$ cat src/rtl/efuse_pkg.sv
// Shared efuse read/program definitions: widths, read FSM states and the timing clamp.
// Used by efuse_rd_seq and the program-path sequencer.
package efuse_pkg;

    localparam int EFUSE_ADDR_W = 8;
    localparam int EFUSE_DATA_W = 8;
    localparam int EFUSE_TCNT_W = 10;

    typedef enum logic [1:0] {
        IDLE   = 2'd0,
        SETUP  = 2'd1,
        STROBE = 2'd2,
        HOLD   = 2'd3
    } efuse_rd_state_t;

    // A programmed timing of zero still needs one cycle of the phase.
    function automatic logic [EFUSE_TCNT_W-1:0] rd_clamp(input logic [EFUSE_TCNT_W-1:0] x);
        return (x == '0) ? EFUSE_TCNT_W'(1) : x;
    endfunction

endpackage

$ cat src/rtl/efuse_tcnt.sv
// Phase cycle counter: clear/load/enable, saturates instead of wrapping; tc when count equals term.
// Zero latency on tc (combinational compare of the registered count); no backpressure.
module efuse_tcnt #(
    parameter int W = 10
) (
    input  logic         clk,
    input  logic         rst_n,
    input  logic         clr,
    input  logic         ld,
    input  logic [W-1:0] ld_val,
    input  logic         en,
    input  logic [W-1:0] term,
    output logic         tc
);
    logic [W-1:0] cnt;

    always_ff @(posedge clk or negedge rst_n) begin
        if (!rst_n) begin
            cnt <= '0;
        end else if (clr) begin
            cnt <= '0;
        end else if (ld) begin
            cnt <= ld_val;
        end else if (en && (cnt != '1)) begin
            cnt <= cnt + W'(1);
        end
    end

    assign tc = (cnt == term);

endmodule

$ cat src/rtl/efuse_rd_seq.sv
// efuse read sequencer: RDEN+address setup, timed AEN strobe, capture; S+T+1 cycles per byte, outputs registered.
// No backpressure: requests while busy/blocked are dropped with rd_err. Auto-load is built only with EFUSE_AUTOLOAD_EN.
module efuse_rd_seq
    import efuse_pkg::*;
#(
    parameter int ADDR_W    = EFUSE_ADDR_W,
    parameter int DATA_W    = EFUSE_DATA_W,
    parameter int NUM_WORDS = 16
) (
    input  logic              clk,
    input  logic              rst_n,
    input  logic              rg_efuse_reg_mode,
    input  logic              rg_efuse_pgmen,
    input  logic              rg_efuse_rd_req,
    input  logic [ADDR_W-1:0] rg_efuse_rd_addr,
    input  logic [3:0]        rg_efuse_tsu,
    input  logic [9:0]        rg_efuse_trd,
    input  logic [DATA_W-1:0] efuse_dout,
    output logic              efuse_rden,
    output logic              efuse_aen,
    output logic [ADDR_W-1:0] efuse_addr,
    output logic [DATA_W-1:0] rg_efuse_rd_data,
    output logic              rg_efuse_rd_done,
    output logic              rg_efuse_rd_err,
    output logic              rg_efuse_rd_busy,
    output logic              shadow_we,
    output logic [ADDR_W-1:0] shadow_waddr,
    output logic [DATA_W-1:0] shadow_wdata,
    output logic              autoload_done
);
    efuse_rd_state_t         state, state_nxt;
    logic [EFUSE_TCNT_W-1:0] s_lim, t_lim, term;
    logic                    tc, accept, capture, enter_setup;
    logic                    al_run, al_start, al_more;
    logic [ADDR_W-1:0]       addr_nxt;
    logic                    rden_nxt, aen_nxt, done_nxt, err_nxt;

`ifdef EFUSE_AUTOLOAD_EN
    localparam logic [ADDR_W-1:0] AL_LAST = ADDR_W'(NUM_WORDS - 1);

    logic              al_go, al_done;
    logic [ADDR_W-1:0] al_addr;

    // al_addr always points at the next byte to fetch, whether resuming from IDLE or chaining from HOLD.
    assign al_run   = !al_done;
    assign al_start = al_go && al_run && !rg_efuse_pgmen;
    assign al_more  = al_run && (efuse_addr != AL_LAST) && !rg_efuse_pgmen;
    assign addr_nxt = al_run ? al_addr : rg_efuse_rd_addr;

    always_ff @(posedge clk or negedge rst_n) begin
        if (!rst_n) begin
            al_go        <= 1'b0;
            al_done      <= 1'b0;
            al_addr      <= '0;
            shadow_we    <= 1'b0;
            shadow_waddr <= '0;
            shadow_wdata <= '0;
        end else begin
            al_go     <= 1'b1;
            shadow_we <= capture && al_run;
            if (enter_setup && al_run) begin
                al_addr <= addr_nxt + ADDR_W'(1);
            end
            if ((state == HOLD) && (state_nxt == IDLE) && al_run && (efuse_addr == AL_LAST)) begin
                al_done <= 1'b1;
            end
            if (capture && al_run) begin
                shadow_waddr <= efuse_addr;
                shadow_wdata <= efuse_dout;
            end
        end
    end

    assign autoload_done = al_done;
`else
    assign al_run       = 1'b0;
    assign al_start     = 1'b0;
    assign al_more      = 1'b0;
    assign addr_nxt     = rg_efuse_rd_addr;
    assign shadow_we    = 1'b0;
    assign shadow_waddr = '0;
    assign shadow_wdata = '0;

    always_ff @(posedge clk or negedge rst_n) begin
        if (!rst_n) begin
            autoload_done <= 1'b0;
        end else begin
            autoload_done <= 1'b1;
        end
    end
`endif

    assign accept = (state == IDLE) && rg_efuse_rd_req && rg_efuse_reg_mode
                    && !rg_efuse_pgmen && !al_run;
    assign term   = (state == STROBE) ? (t_lim - EFUSE_TCNT_W'(1)) : (s_lim - EFUSE_TCNT_W'(1));

    efuse_tcnt #(.W(EFUSE_TCNT_W)) u_tcnt (
        .clk    (clk),
        .rst_n  (rst_n),
        .clr    (state_nxt != state),
        .ld     (1'b0),
        .ld_val ('0),
        .en     ((state == SETUP) || (state == STROBE)),
        .term   (term),
        .tc     (tc)
    );

    always_ff @(posedge clk or negedge rst_n) begin
        if (!rst_n) begin
            state <= IDLE;
        end else begin
            state <= state_nxt;
        end
    end

    always_comb begin
        state_nxt = state;
        case (state)
            IDLE:    if (al_start || accept) state_nxt = SETUP;
            SETUP:   if (tc) state_nxt = STROBE;
            STROBE:  if (tc) state_nxt = HOLD;
            HOLD:    state_nxt = al_more ? SETUP : IDLE;
            default: state_nxt = IDLE;
        endcase
    end

    // Pin values are computed from the next state so every output comes straight from a flop.
    always_comb begin
        enter_setup = (state_nxt == SETUP) && (state != SETUP);
        capture     = (state == STROBE) && (state_nxt == HOLD);
        rden_nxt    = (state_nxt != IDLE);
        aen_nxt     = (state_nxt == STROBE);
        done_nxt    = capture && !al_run;
        err_nxt     = rg_efuse_rd_req && !accept;
    end

    always_ff @(posedge clk or negedge rst_n) begin
        if (!rst_n) begin
            efuse_rden       <= 1'b0;
            efuse_aen        <= 1'b0;
            efuse_addr       <= '0;
            rg_efuse_rd_data <= '0;
            rg_efuse_rd_done <= 1'b0;
            rg_efuse_rd_err  <= 1'b0;
            rg_efuse_rd_busy <= 1'b0;
            s_lim            <= '0;
            t_lim            <= '0;
        end else begin
            efuse_rden       <= rden_nxt;
            efuse_aen        <= aen_nxt;
            rg_efuse_rd_done <= done_nxt;
            rg_efuse_rd_err  <= err_nxt;
            rg_efuse_rd_busy <= rden_nxt;
            if (enter_setup) begin
                efuse_addr <= addr_nxt;
                s_lim      <= rd_clamp(EFUSE_TCNT_W'(rg_efuse_tsu));
                t_lim      <= rd_clamp(rg_efuse_trd);
            end
            if (done_nxt) begin
                rg_efuse_rd_data <= efuse_dout;
            end
        end
    end

endmodule

$ cat config.mk
export PLATFORM = sky130hd
export DESIGN_NAME = efuse_rd_seq
export DESIGN_NICKNAME = d
export VERILOG_FILES = /design/src/rtl/efuse_pkg.sv /design/src/rtl/efuse_tcnt.sv /design/src/rtl/efuse_rd_seq.sv
export SDC_FILE = /design/constraint.sdc
export NUM_CORES = 1
export LEC_CHECK = 0
export ABC_AREA = 0
export CORE_UTILIZATION = 42
export DETAILED_ROUTE_END_ITERATION = 8
export PLACE_DENSITY = 0.73
export SYNTH_ARGS = -nofsm -noshare
export SYNTH_HDL_FRONTEND = slang
export SYNTH_SLANG_ARGS = --single-unit
$ cat constraint.sdc
create_clock -name clk -period 3.25 [get_ports clk]
set_clock_uncertainty 0.15 [all_clocks]
set_input_delay 0.4875 -clock clk [delete_from_list [all_inputs] [get_ports clk]]
set_output_delay 0.4875 -clock clk [all_outputs]
set_load 0.03 [all_outputs]
; ---- Word level (Yosys, flattened, before mapping)
; Index checks and enable logic that the tools add are counted.
[totals]
in_bits = 35
reg_bits = 53
[classes]
add_sub_neg = 3
mux = 9
eq_ne = 10
n_reduce_logical = 15
[op_table]
columns = operator, count
row1 = $mux W10, 4
row2 = $sub A10 B1 Y10 const B, 2
row3 = $add A10 B1 Y10 const B, 1
row4 = $eq A10 B10 Y1, 1
row5 = $logic_not A10 Y1, 1
row6 = $ne A10 B10 Y1 const B, 1
row7 = $eq A2 B2 Y1 const B, 4
row8 = $pmux W2 S4, 1
row9 = $logic_and A1 B1 Y1, 7
row10 = $mux W2, 3
row11 = $eq A2 B1 Y1 const B, 2
row12 = $logic_not A4 Y1, 1
row13 = $mux W4, 1
row14 = $reduce_bool A2 Y1, 2
row15 = $logic_not A1 Y1, 2
row16 = $logic_not A2 Y1, 1
row17 = $ne A2 B1 Y1 const B, 1
row18 = $ne A2 B2 Y1, 1
row19 = $logic_or A1 B1 Y1, 1

; ---- Depth between registers and ports, before layout
; Gate-level depths: netlist of the first run.
[logic_depth]
word_depth = 8
ltp_mapped = 13

; ---- Cells and area by module
; From an unflattened synthesis of the first run, not the netlist that was laid out.
[hier_totals]
cells_unflattened = 256
area_unflattened_um2 = 2856.5
[modules_own_cells]
columns = mod, seq_area_each_um2, area_each_um2, instances, cells_each
row1 = efuse_rd_seq, 925.9, 2052.0, 1, 165
row2 = efuse_tcnt, 250.2, 804.5, 1, 91

; ---- Worst setup path before layout of the first run
; Ideal clock, no wire load.
[synth_path]
kind = register to register
from = register state[0]
to = register rg_efuse_rd_data[0]
period_less_slack_ns = 3.320
t_required_ns = 2.974
setup_ns = 0.126
slack_ns = -0.070
arrival_time_ns = 3.044
stages_incl_launch_ff = 13
cell_sequence = dfrtp_1 -> inv_1 -> ha_1 -> buf_6 -> mux2i_1 -> ha_1 -> nand4_1 -> a21o_1 -> a2111oi_4 -> o2111ai_2 -> and2_4 -> buf_6 -> a221o_1
[synth_via]
elab_chain_cells = 8
[synth_lines]
columns = item, line
row1 = "start, declared", efuse_rd_seq.sv:31  ; efuse_rd_state_t state, state_nxt;
row2 = "start signal, assigned", efuse_rd_seq.sv:112  ; state <= state_nxt;
row3 = "parallel branches: the longest is 7 deep, another holds $mux W10", n/a
row4 = $logic_and A1 B1 Y1 (*), efuse_rd_seq.sv:130  ; capture = (state == STROBE) && (state_nxt == HOLD);
row5 = "end signal, assigned", efuse_rd_seq.sv:160  ; rg_efuse_rd_data <= efuse_dout;
row6 = "end, declared", efuse_rd_seq.sv:22  ; output logic [DATA_W-1:0] rg_efuse_rd_data,
; Mark *: on every way between the ends.
; A chain may end at the register's enable or synchronous reset.

; ---- Worst setup path in the final report of the first run
[layout_path]
from = register state[0]
to = register rg_efuse_rd_data[6]
; Same word-level chain as after synthesis.

==> key figures, run 1 <==
Status
  – Status: finished with violations
  – Failing checks: DRC

Power
  – Power Dens Cells: approximately 690 nW/um2
  – Overall Power: approximately 2.5 mW
  – Max VDD drop: between 0.4 and 0.5 mV
  – Static Leak: between 1 and 1.5 nW

Detailed routing
  – Drt first pass iters: 6
  – Routed Antenna Nets: 0
  – WL per Instance: roughly 15 um
  – Routed WL: 6220 um
  – DR iter-0 viols: approximately 120
  – DR vias/cell: roughly 5.4
  – DR vias: 2,227
  – # DRC: 3

Setup path
  – Cell Chain, Critical Path: inv_2 > ha_2 > buf_6 > mux2i_4 > o211ai_1 > o21a_1 > a2111oi_4 > buf_4 > o2111ai_4 > and2_4 > a221o_1
  – Arrival time worst endpoint: 3.12 ns
  – Slowest stage cell on the critical path: dfrtp_1
  – Type of destination of the critical path: register
  – Crit path max fanout: 8
  – Largest stage delay, worst path: around 0.39 ns
  – Family with the most delay on the worst path: compound AO/OA/AOI/OAI gates
  – CP Buf/Inv Count: 3
  – CP Class: register to register
  – CP Launch Type: register
  – Worst Path Required: ~3.3 ns

Finish
  – Commonest non-fill, non-tap cells in the layout: clkdlybuf4s50_1 (55), dfrtp_1 (47), nor2_1 (23)
  – Most common cell after layout, fill and taps aside: clkdlybuf4s50_1
  – Share of cells above drive strength 1: a little under a fifth
  – Ant. Diodes: 0
  – Nets@finish: around 370
  – Synthesis-to-finish area growth: 25.9%
  – Final core utilization: a little under three fifths

Synth
  – Synth Flop Type: dfrtp_1
  – Register bit total from synthesis: between 40 and 50
  – Average cell area after synthesis: roughly 11 um2
  – Mapped Area: 2860 um2
  – EDFF count, synth: 0
  – Post-Syn Instances: around 270
  – Fraction of the yosys area taken by sequential cells: around two fifths
  – Fraction of registers with async set/reset: 100%
  – Synth Warn #: 0
  – Library cells used by synthesis: 56

Timing
  – Fmax achieved: roughly 320 MHz
  – RSZ-0062 raised after global routing: false
  – Slew headroom: between 30% and 40%
  – Worst-margin pin slew: slightly above 1 ns
  – Min setup slack post-route: ~0.16 ns
  – Setup Total Neg Slack: 0 ns
  – Tcrit/Tclk final: a little over nine tenths
  – Final-report setup violation count: 0
  – Final Hold Fails: 0
  – Fin. max-slew vios: 0
  – Min Clock Period, post-route: just over 3 ns

Floorplan
  – Die Y: between 80 and 90 um
  – Core area: around 6500 um2
  – DIE WIDTH: 84.5 um
  – # rows: 29
  – Ports: 74
  – Initial core utilization: approximately 44%
  – Die area: slightly above 7000 um2

Job
  – Max Cap Violations: 0

Clock tree
  – H-tree depth: 2
  – Clock tree buffer depth: 2
  – CTS root buffer: clkbuf_8
  – Sink Count: 47
  – TritonCTS Buffers: 5
  – CTS tree: yes
  – Skew-Pair Late Insertion Delay: approximately 0.3 ns
  – Clock Pin Slew Worst Setup and Hold Paths: around 0.090 ns

Global route
  – Total track usage: 18.2%
  – Gr ovfl total: 0
  – Vias in the first global route: 2,229
  – First-pass GRT wire length: around 10,000 um
  – Initial antenna violation count: 0
  – Largest net degree at the start of global routing: 48

Placement
  – GP Congestion: 0.832
  – Pre-CTS WS: 0.0642 ns
  – HPWL Detailed: ~4600 um
  – IO buf count: 56

Worst hold path
  – Hold Crit Class: input port to asynchronous set/reset pin
[registers in the layout (all words and copies together) (netlist names)]
register          flops
rg_efuse_rd_busy      1
s_lim                 4
rg_efuse_rd_err       1
efuse_addr            8
t_lim                10
efuse_aen             1
state                 2
rg_efuse_rd_data      8
autoload_done         1
rg_efuse_rd_done      1
u_tcnt.cnt           10
[stage by stage]
step           hold slack (ns)  instance area [um2]  instances
2_1_floorplan           0.0419                 2920        287
3_3_place_gp             0.341                 3440        398
3_5_place_dp             0.350                 3440        398
4_1_cts                  0.254                 3520        406
5_1_grt                  0.321                 3600        410
6_report                 0.214                 3600        410
[final cells by class]
| class | count | area (um2) |
|---|---|---|
| fill | 570 | 2860 |
| tap | 77 | 96.3 |
| multi-input combinational | 207 | 1590 |
| clock buffer | 7 | 76.3 |
| timing repair buffer | 68 | 649 |
| inverter | 3 | 11.3 |
| clock inverter | 1 | 5.00 |
| sequential | 47 | 1180 |
[path summary, 6_finish.rpt]
check | start | to | slack, ns | cells after the start
min in group clk | efuse_addr[4] | efuse_addr[4] | 0.37 | 1
max in group asynchronous | rst_n | rg_efuse_rd_data[2] | 2.11 | 1
min | rst_n | u_tcnt.cnt[5] | 0.21 | 1
max | state[0] | rg_efuse_rd_data[6] | 0.16 | 11
max reg2reg | state[0] | rg_efuse_rd_data[6] | 0.16 | 11
min reg2reg | efuse_addr[4] | efuse_addr[4] | 0.37 | 1
[logic make-up after synthesis]
kind of cell / synth area share, %
buf+inv: 7.35
flops: 41.1
simple gates: 18.9
compound gates: 13.6
other cells: 0.263
mux: 11.6
xor+xnor: 4.59
fa+ha+maj: 2.62
[metal layers]
layer  GRT usage, %  wire length [um]  vias to the layer above
met5              0                 0                        -
met4           6.47                47                        0
met3           3.34               258                        2
met2           30.1              2980                       56
met1           24.1              2940                     1098
li1               -                 -                     1071
[cell usage after synthesis, drive strengths merged, types with 2 or more instances]
| cell type | count | area [um2] |
|---|---|---|
| clkbuf | 8 | 31.3 |
| o21a | 2 | 15.0 |
| nand2b | 2 | 12.5 |
| nand3 | 4 | 20.0 |
| nor3b | 4 | 30.0 |
| ha | 6 | 75.1 |
| nand2 | 18 | 67.6 |
| nand3b | 2 | 15.0 |
| o211ai | 3 | 27.5 |
| xnor2 | 7 | 61.3 |
| a221oi | 2 | 17.5 |
| o21ai | 5 | 25.0 |
| nor2 | 23 | 86.3 |
| a22oi | 3 | 22.5 |
| nor4 | 7 | 58.8 |
| mux2 | 21 | 236 |
| a2111oi | 2 | 55.1 |
| dfrtp | 47 | 1180 |
| nor4b | 2 | 32.5 |
| xor2 | 8 | 70.1 |
| and4 | 2 | 17.5 |
| nor2b | 3 | 18.8 |
| and2 | 9 | 58.8 |
| buf | 22 | 168 |
| a21oi | 6 | 33.8 |
| a211oi | 3 | 22.5 |
| a221o | 8 | 80.1 |
| or2 | 2 | 12.5 |
| conb | 2 | 7.51 |
| o2111ai | 2 | 23.8 |
| inv | 3 | 11.3 |
| mux2i | 7 | 95.1 |
| a21o | 2 | 15.0 |
| nor3 | 8 | 40.0 |
| nand4 | 6 | 37.5 |
[where the power goes]
part           internal, mW  switching (mW)  total, mW
Combinational         0.584           0.623       1.21
Sequential            0.747           0.190      0.936
Clock                 0.151           0.189      0.341
[worst register-to-register path: stages (launching register included)]
cell	delay, ns
dfrtp_1	0.39
inv_2	0.06
ha_2	0.22
buf_6	0.17
mux2i_4	0.29
o211ai_1	0.25
o21a_1	0.21
a2111oi_4	0.27
buf_4	0.19
o2111ai_4	0.17
and2_4	0.24
a221o_1	0.35
[timing repair]
item	4_1_cts	5_1_grt
resized for setup	0	9
hold buffers	0	0
buffers inserted	0	4
endpoints found under the setup margin	0	22
No activity file was read; power rests on OpenSTA's default activity.
==> run 2: changes to the inputs <==
--- a/config.mk
+++ b/config.mk
@@ -6,9 +6,11 @@
 export NUM_CORES = 1
 export LEC_CHECK = 0
 export ABC_AREA = 0
+export CORE_MARGIN = 2
 export CORE_UTILIZATION = 42
 export DETAILED_ROUTE_END_ITERATION = 8
 export PLACE_DENSITY = 0.73
+export SETUP_SLACK_MARGIN = 0.3
 export SYNTH_ARGS = -nofsm -noshare
 export SYNTH_HDL_FRONTEND = slang
 export SYNTH_SLANG_ARGS = --single-unit
==> key figures, run 2 (same netlist as run 1, synthesis figures left out) <==
Status
  – Status: finished, final reports clean

Floorplan
  – Ports: between 70 and 80
  – # rows: 30
  – Die area: 7490 um2
  – Die Y: between 80 and 90 um
  – DIE WIDTH: 86.5 um
  – Initial core utilization: between 40% and 50%
  – Core area: 6680 um2

Global route
  – Initial antenna violation count: 0
  – Total track usage: between 10% and 20%
  – Largest net degree at the start of global routing: 48
  – Gr ovfl total: 0
  – First-pass GRT wire length: between 10,000 and 15,000 um
  – Vias in the first global route: around 2,300

Timing
  – Worst-margin pin slew: about 1.0 ns
  – Min Clock Period, post-route: roughly 3.0 ns
  – Final-report setup violation count: 0
  – Final Hold Fails: 0
  – Slew headroom: about 30%
  – Hold slack: approximately 0.21 ns
  – RSZ-0062 raised after global routing: true
  – Tcrit/Tclk final: slightly above 90%
  – Fmax achieved: 331 MHz
  – Fin. max-slew vios: 0
  – Min setup slack post-route: about 0.23 ns
  – Setup Total Neg Slack: 0 ns

Clock tree
  – Skew-Pair Late Insertion Delay: between 0.3 and 0.4 ns
  – Clock tree buffer depth: 2
  – CTS tree: yes
  – Clock Pin Slew Worst Setup and Hold Paths: around 0.090 ns
  – CTS root buffer: clkbuf_8
  – Hold_buf cts: 0
  – TritonCTS Buffers: 5
  – Sink Count: 47
  – H-tree depth: 2

Detailed routing
  – DR iter-0 viols: roughly 130
  – Routed Antenna Nets: 0
  – Drt first pass iters: 4
  – Routed WL: ~6400 um
  – DR vias: approximately 2,300
  – # DRC: 0
  – WL per Instance: approximately 15 um
  – DR vias/cell: 5.45

Finish
  – Top flop regs: t_lim x10, u_tcnt.cnt x10
  – Synthesis-to-finish area growth: 34.0%
  – Most common cell after layout, fill and taps aside: clkdlybuf4s50_1
  – Commonest non-fill, non-tap cells in the layout: clkdlybuf4s50_1 (55), dfrtp_1 (46), buf_4 (23)
  – Share of cells above drive strength 1: between 20% and 30%
  – Ant. Diodes: 0
  – Nets@finish: 389
  – Final core utilization: between 50 and 60%
  – # fillers: around 580

Setup path
  – Most common cell on crit path: ha_4
  – Family with the most delay on the worst path: compound AO/OA/AOI/OAI gates
  – Worst Path Required: ~3.3 ns
  – Largest stage delay, worst path: roughly 0.45 ns
  – CP Launch Type: register
  – Slowest stage cell on the critical path: a2111oi_4
  – Cell Chain, Critical Path: inv_2 > ha_4 > mux2i_4 > ha_4 > nand4_1 > a21o_1 > a2111oi_4 > o2111ai_2 > and2_4 > a221o_1
  – CP Class: register to register
  – Crit path max fanout: 8
  – Type of destination of the critical path: register
  – CP Buf/Inv Count: 1
  – Arrival time worst endpoint: between 3 and 4 ns

Power
  – Max VDD drop: between 0.4 and 0.5 mV
  – Static Leak: between 1 and 1.5 nW
  – Power Dens Cells: 703 nW/um2

Placement
  – HPWL Detailed: roughly 4300 um
  – GP Congestion: around 0.83
  – Pre-CTS WS: 0.0320 ns
  – IO buf count: 56

Job
  – Max Cap Violations: 0

Worst hold path
  – Hold Crit Class: input port to asynchronous set/reset pin
run 2: path summary, 6_finish.rpt:
| path | from | endpoint | slack, ns | cells after the start |
|---|---|---|---|---|
| worst max register to register | state[0] | rg_efuse_rd_data[3] | 0.23 | 10 |
| max in group asynchronous | rst_n | state[1] | 2.04 | 1 |
| min in group clk | efuse_addr[2] | efuse_addr[2] | 0.36 | 1 |
| worst max-delay path | state[0] | rg_efuse_rd_data[3] | 0.23 | 10 |
| worst min-delay path | rst_n | s_lim[2] | 0.21 | 1 |
| worst min register to register | efuse_addr[2] | efuse_addr[2] | 0.36 | 1 |
run 2: layout make-up:
type,count,area [um2],share of cell area (%)
Multi-Input combinational cell,208,1670,43.6
Sequential cell,47,1180,30.7
Timing Repair Buffer,83,773,20.2
Tap cell,80,100,2.61
Clock buffer,6,82.6,2.15
Clock inverter,2,16.3,0.424
Inverter,3,11.3,0.294
run 2: worst register-to-register path: cells and delay by family (launching register included):
kind	cells	cell delay, ns
compound gates	4	1.21
fa+ha+maj	2	0.39
buf+inv	1	0.09
flops	1	0.40
mux	1	0.28
simple gates	2	0.38
run 2: what timing repair did:
| item | in CTS | in global routing |
|---|---|---|
| gates resized for setup | 8 | 16 |
| pin swaps | 7 | 9 |
| buffers inserted | 12 | 8 |
| cloned | 1 | 1 |
| setup endpoints to repair | 23 | 23 |
run 2: metal layers:
metal	vias up	track usage [%]	part of all wire (%)	wire (um)
li1	1103	-	-	-
met1	1151	23.5	44	2840
met2	76	28.8	50	3240
met3	9	2.76	4.4	286
met4	0	5.82	1.3	82
met5	-	0	0	0
run 2: power by group:
part           internal [mW]  leakage, nW  switching, mW
combinational          0.693        0.893          0.671
clock                  0.174       0.0474          0.211
sequential             0.747        0.558          0.200
run 2: metrics by stage:
| stage | area [um2] | instances | power (mW) |
|---|---|---|---|
| floorplan | 2940 | 287 | 1.76 |
| finish | 3830 | 429 | 2.70 |
| CTS | 3690 | 420 | 2.55 |
| global placement | 3450 | 399 | 2.03 |
| detailed placement | 3450 | 399 | 2.06 |
| global route | 3830 | 429 | 2.86 |
